==> config.mk <==
export PLATFORM = sky130hd
export DESIGN_NAME = cpu_seq_ctrl
export DESIGN_NICKNAME = d
export VERILOG_FILES = /design/src/rtl/cpu_seq_ctrl.sv
export SDC_FILE = /design/constraint.sdc
export NUM_CORES = 1
export LEC_CHECK = 0
export BUFFER_PORTS_ARGS = -buffer_cell sky130_fd_sc_hd__buf_2
export CAP_MARGIN = 20
export CORE_MARGIN = 5
export CORE_UTILIZATION = 49
export CTS_CLUSTER_DIAMETER = 120
export DETAILED_ROUTE_END_ITERATION = 10
export PLACE_DENSITY_LB_ADDON = 0.2
export SYNTH_ARGS = -nofsm -noshare
export SYNTH_HDL_FRONTEND = slang
export SYNTH_SLANG_ARGS = --single-unit
==> constraint.sdc <==
create_clock -name clk -period 2.3 [get_ports clk]
set_input_delay 0.345 -clock clk [delete_from_list [all_inputs] [get_ports clk]]
set_output_delay 0.345 -clock clk [all_outputs]
set_load 0.03 [all_outputs]
==> src/rtl/cpu_seq_ctrl.sv <==
// Multi-cycle sequencing controller for the RV32I core: fetch into ir, then step
// DECODE/EXEC/MEM/WB, gating write strobes once per instruction, with memory timeouts and traps.
module cpu_seq_ctrl #(
  parameter int unsigned MEM_TIMEOUT = 16,
  parameter int unsigned CNT_W       = 32
) (
  input  logic             clk,
  input  logic             rst,
  output logic             imem_req,
  input  logic             imem_ready,
  input  logic [31:0]      instr_in,
  output logic [31:0]      ir,
  input  logic             dec_we_regfile,
  input  logic             dec_we_datamem,
  input  logic             dec_re_datamem,
  input  logic             dec_we_pc,
  input  logic             dec_j_pc,
  input  logic             branch_taken,
  output logic             dmem_req,
  output logic             dmem_we,
  input  logic             dmem_ready,
  output logic             regfile_we,
  output logic             pc_we,
  output logic [1:0]       pc_src,
  output logic             halted,
  output logic [1:0]       trap_cause,
  output logic [CNT_W-1:0] retired,
  output logic [2:0]       state
);

  localparam logic [2:0] S_FETCH  = 3'd0;
  localparam logic [2:0] S_DECODE = 3'd1;
  localparam logic [2:0] S_EXEC   = 3'd2;
  localparam logic [2:0] S_MEM    = 3'd3;
  localparam logic [2:0] S_WB     = 3'd4;
  localparam logic [2:0] S_TRAP   = 3'd5;

  localparam logic [31:0] NOP = 32'h0000_0013;

  localparam int unsigned         WAIT_W    = $clog2(MEM_TIMEOUT + 1);
  localparam logic [WAIT_W-1:0]   WAIT_LAST = WAIT_W'(MEM_TIMEOUT - 1);

  logic [2:0]        state_q, state_d;
  logic [1:0]        cause_q, cause_d;
  logic [WAIT_W-1:0] wait_q;
  logic [31:0]       ir_q;
  logic [CNT_W-1:0]  retired_q;
  logic              legal_op;

  always_comb begin
    legal_op = 1'b0;
    case (ir_q[6:0])
      7'b0110011, 7'b0010011, 7'b0100011, 7'b0000011, 7'b1100011,
      7'b1101111, 7'b1100111, 7'b0110111, 7'b0010111: legal_op = 1'b1;
      default: legal_op = 1'b0;
    endcase
  end

  // Timeout fires in the MEM_TIMEOUT-th request cycle when ready is still low.
  always_comb begin
    state_d = state_q;
    cause_d = cause_q;
    case (state_q)
      S_FETCH: begin
        if (imem_ready) begin
          state_d = S_DECODE;
        end else if (wait_q >= WAIT_LAST) begin
          state_d = S_TRAP;
          cause_d = 2'b10;
        end
      end
      S_DECODE: begin
        if (legal_op) begin
          state_d = S_EXEC;
        end else begin
          state_d = S_TRAP;
          cause_d = 2'b01;
        end
      end
      S_EXEC:   state_d = (dec_we_datamem | dec_re_datamem) ? S_MEM : S_WB;
      S_MEM: begin
        if (dmem_ready) begin
          state_d = S_WB;
        end else if (wait_q >= WAIT_LAST) begin
          state_d = S_TRAP;
          cause_d = 2'b11;
        end
      end
      S_WB:     state_d = S_FETCH;
      S_TRAP:   state_d = S_TRAP;
      default:  state_d = S_FETCH;
    endcase
  end

  always_ff @(posedge clk) begin
    if (rst) begin
      state_q   <= S_FETCH;
      cause_q   <= '0;
      wait_q    <= '0;
      ir_q      <= NOP;
      retired_q <= '0;
    end else begin
      state_q <= state_d;
      cause_q <= cause_d;
      if (state_q == S_FETCH && imem_ready) begin
        ir_q <= instr_in;
      end
      if (state_q == S_WB) begin
        retired_q <= retired_q + 1'b1;
      end
      if (state_d != state_q) begin
        wait_q <= '0;
      end else if ((state_q == S_FETCH || state_q == S_MEM) && wait_q != '1) begin
        wait_q <= wait_q + 1'b1;
      end
    end
  end

  always_comb begin
    imem_req   = 1'b0;
    dmem_req   = 1'b0;
    dmem_we    = 1'b0;
    regfile_we = 1'b0;
    pc_we      = 1'b0;
    pc_src     = 2'b00;
    halted     = 1'b0;
    if (!rst) begin
      case (state_q)
        S_FETCH: imem_req = 1'b1;
        S_MEM: begin
          dmem_req = 1'b1;
          dmem_we  = dec_we_datamem;
        end
        S_WB: begin
          regfile_we = dec_we_regfile;
          pc_we      = 1'b1;
          if (dec_j_pc) begin
            pc_src = 2'b10;
          end else if (dec_we_pc && branch_taken) begin
            pc_src = 2'b01;
          end
        end
        S_TRAP:  halted = 1'b1;
        default: ;
      endcase
    end
  end

  assign ir         = ir_q;
  assign retired    = retired_q;
  assign trap_cause = cause_q;
  assign state      = state_q;

endmodule

### Yosys cells after proc, flatten, opt, wreduce, memory -nomap -nowiden

Cells that the tools add are included.

| storage, ports and cells | value |
|---|---|
| register bits after elaboration | 74 |
| output and inout bits | 77 |

| cells by class | value |
|---|---|
| add/sub/neg operators | 2 |
| bitwise logic cells | 1 |
| order comparisons | 1 |
| reduce and logical (&&, ||, !) cells | 9 |
| mux-type cells | 29 |
| eq/ne operators | 21 |

Operators by type and width:

| cell | number |
|---|---|
| $add A32 B1 Y32 const B | 1 |
| $eq A7 B6 Y1 const B | 3 |
| $eq A7 B7 Y1 const B | 3 |
| $mux W2 | 8 |
| $mux W3 | 5 |
| $pmux W3 S5 | 1 |
| $eq A7 B5 Y1 const B | 2 |
| $mux W1 | 14 |
| $ne A2 B2 Y1 const B | 5 |
| $reduce_or A9 Y1 | 1 |
| $eq A7 B2 Y1 const B | 1 |
| $eq A3 B2 Y1 const B | 2 |
| $eq A3 B3 Y1 const B | 2 |
| $pmux W2 S3 | 1 |
| $reduce_and A6 Y1 | 1 |
| $add A5 B1 Y5 const B | 1 |
| $ge A5 B4 Y1 const B | 1 |
| $ne A5 B5 Y1 const B | 1 |
| $eq A3 B1 Y1 const B | 1 |
| $logic_and A1 B1 Y1 | 3 |
| $logic_not A3 Y1 | 1 |
| $ne A3 B3 Y1 | 1 |
| $reduce_bool A3 Y1 | 1 |
| $reduce_or A2 Y1 | 1 |
| other kinds (2) | 2 |

### Logic depth before layout (Yosys ltp)

| logic depth | value |
|---|---|
| word-level depth | 7 |
| gate-level depth with buffers | 8 |
| gate-level depth less buffers | 8 |

### Worst setup path before layout

OpenSTA, ideal clock, no wires.

| timing path | value |
|---|---|
| path type | register to output |
| start | reg state_q[1] (netlist: state[1]) |
| end | out dmem_we |
| path buffers | 1 |
| path slack | -0.528 ns |
| arrival | 2.483 ns |
| stages on the path, launching flop included | 5 |
| cell sequence | dfxtp_1 -> clkbuf_1 -> inv_1 -> nor4_1 -> and2_1 |

| on the way | value |
|---|---|
| cells in the longest elaborated chain, start to end | 3 |

RTL lines:

| element | RTL line | source |
|---|---|---|
| start: declaration | 43 | `logic [2:0] state_q, state_d;` |
| start signal: assignment | 103 | `state_q <= state_d;` |
| $eq A3 B2 Y1 | 128 | `case (state_q)` |
| $mux W1 | 128 |  |
| $mux W1 | 127 | `if (!rst) begin` |
| end: declaration | 20 | `output logic dmem_we,` |

No other way between the ends.

### Worst setup path in the final report

| timing path | value |
|---|---|
| start | reg state_q[0] (netlist: state[0]) |
| end | out regfile_we |

| on the way | value |
|---|---|
| cells in the longest elaborated chain, start to end | 3 |

RTL lines:

| element | RTL line | source |
|---|---|---|
| $eq A3 B3 Y1 | 128 |  |
| $mux W1 | 128 |  |
| $mux W1 | 127 |  |
| end: declaration | 22 | `output logic regfile_we,` |

No other way between the ends.

==> results_tabular.tex <==
\begin{tabular}{lr}
\hline
Metric & Value \\
\hline
\multicolumn{2}{l}{\textbf{Clock tree}} \\
\quad Number of hold buffers added after cts & 0 \\
\quad Clock-pin slew reported for the worst setup and hold paths after clock tree synthesis & $\sim$0.080 ns \\
\quad Number of clock sinks seen by CTS & between 70 and 80 \\
\quad \# resized after CTS & 0 \\
\quad CTS root buf & sky130\_fd\_sc\_hd\_\_clkbuf\_8 \\
\quad Source-to-sink clock delay at the later pin of the worst-skew pair & 0.34 ns \\
\quad Setup fix buffers added after clock tree synthesis & 0 \\
\quad Number of buffers created by CTS & 9 \\
\quad Maximum clock path buffer count & 2 \\
\quad Maximum level of the CTS H-tree & 3 \\
\quad Clock tree from TritonCTS & built \\
\multicolumn{2}{l}{\textbf{Floorplan}} \\
\quad Die Ht & around 90 µm \\
\quad Starting Density & roughly half \\
\quad Core Area & between 6000 and 7000 µm² \\
\quad Number of core rows & 29 \\
\quad Die span in x & 91.12 µm \\
\quad Die ar. & around 8300 µm² \\
\quad Top-Level Pins & 119 \\
\multicolumn{2}{l}{\textbf{Setup path}} \\
\quad Nature of the critical path startpoint & flip-flop \\
\quad Arr. time, crit path & around 1.8 ns \\
\quad End point of the critical path & regfile\_we \\
\quad Launching element of the worst setup path & state[0]\$\_SDFF\_PP0\_ \\
\quad Crit. End Element & primary output \\
\quad Setup CP Type & flip-flop to primary output \\
\quad Source of the worst register-to-register timing path & wait\_q[0]\$\_SDFFE\_PP0P\_ \\
\quad Data required, critical path & between 1.5 and 2 ns \\
\quad Terminus of the critical flop-to-flop path & wait\_q[2]\$\_SDFFE\_PP0P\_ \\
\quad Critical path fanouts, max & 12 \\
\quad FF-to-FF path depth & 8 \\
\quad Slack of the worst reg-to-reg path & 0.19 ns \\
\multicolumn{2}{l}{\textbf{Power and ir drop}} \\
\quad Power share of the combinational group & between 20\% and 30\% \\
\quad Switching power total & 1.136 mW \\
\quad Design Power & around 3.4 mW \\
\quad Clk network pwr share & slightly above 30\% \\
\quad Internal Power & about 2.2 mW \\
\quad Worst supply voltage drop on vdd & between 0.4 and 0.5 mV \\
\quad Portion of total power attributed to sequential cells & approximately 43\% \\
\quad Static power due to leakage & $\sim$1.8 nW \\
\quad Power density relative to cell area & approximately 810 nW/µm² \\
\quad Switching part of the total power & between 30\% and 40\% \\
\multicolumn{2}{l}{\textbf{Outcome}} \\
\quad Run status & finished clean \\
\multicolumn{2}{l}{\textbf{Synth}} \\
\quad Mapped Nets & between 400 and 500 \\
\quad Post-synth design cell area & between 3000 and 4000 µm² \\
\quad Unique cell type count in the Yosys netlist & between 40 and 50 \\
\quad Share of the yosys chip area belonging to registers & a little under half \\
\quad Avg Cell Area, Syn & approximately 8.1 µm² \\
\quad Count of yosys warnings during synthesis & 0 \\
\quad Synthesized instance count & 400 \\
\quad Count of state elements after synthesis & 74 \\
\multicolumn{2}{l}{\textbf{Routing}} \\
\quad DR DRC count & 0 \\
\quad Routed wire length per instance & between 10 and 15 µm \\
\quad Vias after detailed routing & approximately 3100 \\
\quad Initial drt markers & between 150 and 200 \\
\quad Count of TritonRoute iterations in the first routing pass & 4 \\
\quad Total wirelength of the detailed-routed design & around 8400 µm \\
\quad Via density per instance & around 5.2 \\
\quad Count of nets left with antenna violations after detail routing & 0 \\
\multicolumn{2}{l}{\textbf{Timing}} \\
\quad Setup repair after global routing missed its margin & false \\
\quad Min Clock Period, post-route & 2.135 ns \\
\quad Worst slew margin relative to its limit & a little over three fifths \\
\quad Share of the clock period used by the worst path after layout & about 93\% \\
\quad Maximum clock rate & 468.3 MHz \\
\quad Number of endpoints with negative hold slack in the final report & 0 \\
\quad Final number of max-transition violations & 0 \\
\quad Worst Max-Slew Pin Slew & about 0.55 ns \\
\quad Setup TNS & 0 ns \\
\quad Setup Skew & 0.008793 ns \\
\quad Final setup fails & 0 \\
\multicolumn{2}{l}{\textbf{Place}} \\
\quad Number of buffers inserted by port buffering & 118 \\
\quad Weighted congestion reported at the end of routability-driven placement & slightly above 0.8 \\
\quad Half-perimeter wire length of the detailed placement result & approximately 6200 µm \\
\multicolumn{2}{l}{\textbf{Global route}} \\
\quad Initial antenna violation count & 0 \\
\quad Maximum number of pins on one net before global-route repair & 43 \\
\quad Via count of the first global-routing pass & around 2800 \\
\quad Total congestion overflow & 0 \\
\quad Wire length of the first global-routing pass & around 13000 µm \\
\quad Global-route total usage across every layer & between 10\% and 20\% \\
\multicolumn{2}{l}{\textbf{Min path}} \\
\quad Class of the tightest hold or removal check & primary input to flip-flop \\
\multicolumn{2}{l}{\textbf{Layout}} \\
\quad Most common cell after layout, fill and taps aside & sky130\_fd\_sc\_hd\_\_buf\_2 \\
\quad Post-layout net count & 564 \\
\quad Share of final-layout standard cells stronger than drive strength 1 & $\sim$29\% \\
\quad Number of diodes added for antenna fixing & 0 \\
\quad Area delta synth->final & 28.29\% \\
\quad Fillers & roughly 570 \\
\quad Leading cell types in the layout, fill and taps excluded & 118 x sky130\_fd\_sc\_hd\_\_buf\_2, 82 x sky130\_fd\_sc\_hd\_\_nand2\_1, 73 x sky130\_fd\_sc\_hd\_\_dfxtp\_1, 49 x sky130\_fd\_sc\_hd\_\_a21oi\_1, 33 x sky130\_fd\_sc\_hd\_\_nor2\_1 \\
\multicolumn{2}{l}{\textbf{Job}} \\
\quad Maximum capacitance violations & 0 \\
\hline
\end{tabular}
[routing by layer]
metal  up-vias  part of all wire, %  global-route usage (%)
li1       1611                    -                       -
met1      1427                   43                   23.66
met2        81                   49                   32.63
met3        11                  6.7                   7.190
met4         0                  1.3                   5.623
met5         -                    0                       0
[Yosys cell counts]
cell,instances,area share [%]
sky130_fd_sc_hd__nor4b_1,1,0.27
sky130_fd_sc_hd__nand4_2,1,0.39
sky130_fd_sc_hd__nor4_1,3,0.58
sky130_fd_sc_hd__a311oi_1,1,0.27
sky130_fd_sc_hd__a2111oi_0,1,0.27
sky130_fd_sc_hd__xor2_1,16,4.3
sky130_fd_sc_hd__and3_1,7,1.4
sky130_fd_sc_hd__a21oi_1,49,7.6
sky130_fd_sc_hd__o21ai_0,14,2.2
sky130_fd_sc_hd__nand2_1,82,9.5
sky130_fd_sc_hd__buf_6,1,0.35
sky130_fd_sc_hd__or4_4,1,0.35
sky130_fd_sc_hd__nand3b_1,3,0.70
sky130_fd_sc_hd__nand3_1,12,1.9
sky130_fd_sc_hd__mux2i_1,1,0.31
sky130_fd_sc_hd__o22a_1,1,0.27
sky130_fd_sc_hd__and2_1,6,1.2
sky130_fd_sc_hd__o21a_1,2,0.47
sky130_fd_sc_hd__or3_1,10,1.9
sky130_fd_sc_hd__o21ai_1,1,0.16
sky130_fd_sc_hd__a31oi_1,1,0.19
sky130_fd_sc_hd__nand2b_1,1,0.19
sky130_fd_sc_hd__a211o_1,1,0.27
sky130_fd_sc_hd__o211a_1,1,0.31
sky130_fd_sc_hd__or2_2,1,0.19
sky130_fd_sc_hd__nand4_1,12,2.3
sky130_fd_sc_hd__o21ba_2,1,0.31
sky130_fd_sc_hd__nor2_1,33,3.8
sky130_fd_sc_hd__buf_1,2,0.23
sky130_fd_sc_hd__nor2b_1,2,0.39
sky130_fd_sc_hd__inv_1,7,0.82
sky130_fd_sc_hd__xnor2_1,9,2.4
sky130_fd_sc_hd__nor3b_4,1,0.58
sky130_fd_sc_hd__a2bb2oi_1,1,0.27
sky130_fd_sc_hd__o31ai_1,2,0.47
sky130_fd_sc_hd__and4_1,5,1.4
sky130_fd_sc_hd__nor3_1,11,1.7
sky130_fd_sc_hd__dfxtp_1,74,46
sky130_fd_sc_hd__nor3b_1,1,0.23
sky130_fd_sc_hd__ha_1,4,1.6
sky130_fd_sc_hd__clkbuf_1,17,2.0
[critical path: stages, from the launching register on]
cell                         delay (ns)
sky130_fd_sc_hd__dfxtp_1           0.38
sky130_fd_sc_hd__buf_4             0.21
sky130_fd_sc_hd__clkinvlp_4        0.21
sky130_fd_sc_hd__nand3_1           0.22
sky130_fd_sc_hd__nor2_1            0.09
sky130_fd_sc_hd__and2_1            0.17
sky130_fd_sc_hd__buf_2             0.17
[power groups by stage]
stage	clock [mW]	sequential, mW	combinational [mW]
final	1.03	1.46	0.869
after floorplan	0	1.67	0.416
after CTS	1.05	1.46	0.869
after global placement	0	1.48	0.855
after global routing	1.12	1.47	0.946
after detailed placement	0	1.48	0.866
[state kept, by name (all words and copies together) (netlist names)]
signal / cells
retired: 32
state: 3
ir: 32
wait_q: 5
trap_cause: 2
[cell families after synthesis]
family / synth area share [%]
flip-flops: 45.94
AO/OA/AOI/OAI: 13.04
multiplexers: 0.3105
adder cells (fa/ha/maj): 1.552
AND/OR/NAND/NOR: 28.99
buffers and inverters: 3.376
XOR/XNOR: 6.791
[worst min path at each step]
stage                             start                  end  cells past startpoint
finish                      instr_in[0]   ir[0]$_SDFFE_PP1P_                      3
global route                instr_in[0]   ir[0]$_SDFFE_PP1P_                      3
CTS                         instr_in[1]   ir[1]$_SDFFE_PP1P_                      3
detailed placement  ir[22]$_SDFFE_PP0P_  ir[22]$_SDFFE_PP0P_                      2
global placement    ir[30]$_SDFFE_PP0P_  ir[30]$_SDFFE_PP0P_                      2
floorplan                   instr_in[0]   ir[0]$_SDFFE_PP1P_                      2
[through the flow]
stage	std cells	hold slack [ns]	setup slack (ns)	util [%]	area, µm²
finish	599	0.2209	0.1646	64.77	4136
CTS	599	0.2176	0.09642	64.64	4128
global route	599	0.2076	0.02040	64.77	4136
floorplan	400	0.4693	0.008314	-	3253
global placement	584	0.4392	0.2710	61.46	3925
detailed placement	584	0.4438	0.1655	61.46	3925
[cell type report]
cell class	instances	area (µm²)	area share (%)
Clock inverter	4	51.30	1.240
Timing Repair Buffer	127	658.1	15.91
Tap cell	77	96.34	2.329
Multi-Input combinational cell	299	1667	40.29
Inverter	7	30.03	0.7260
Sequential cell	74	1483	35.84
Clock buffer	11	151.4	3.660
Note: power is estimated with default switching activity, not from simulation.
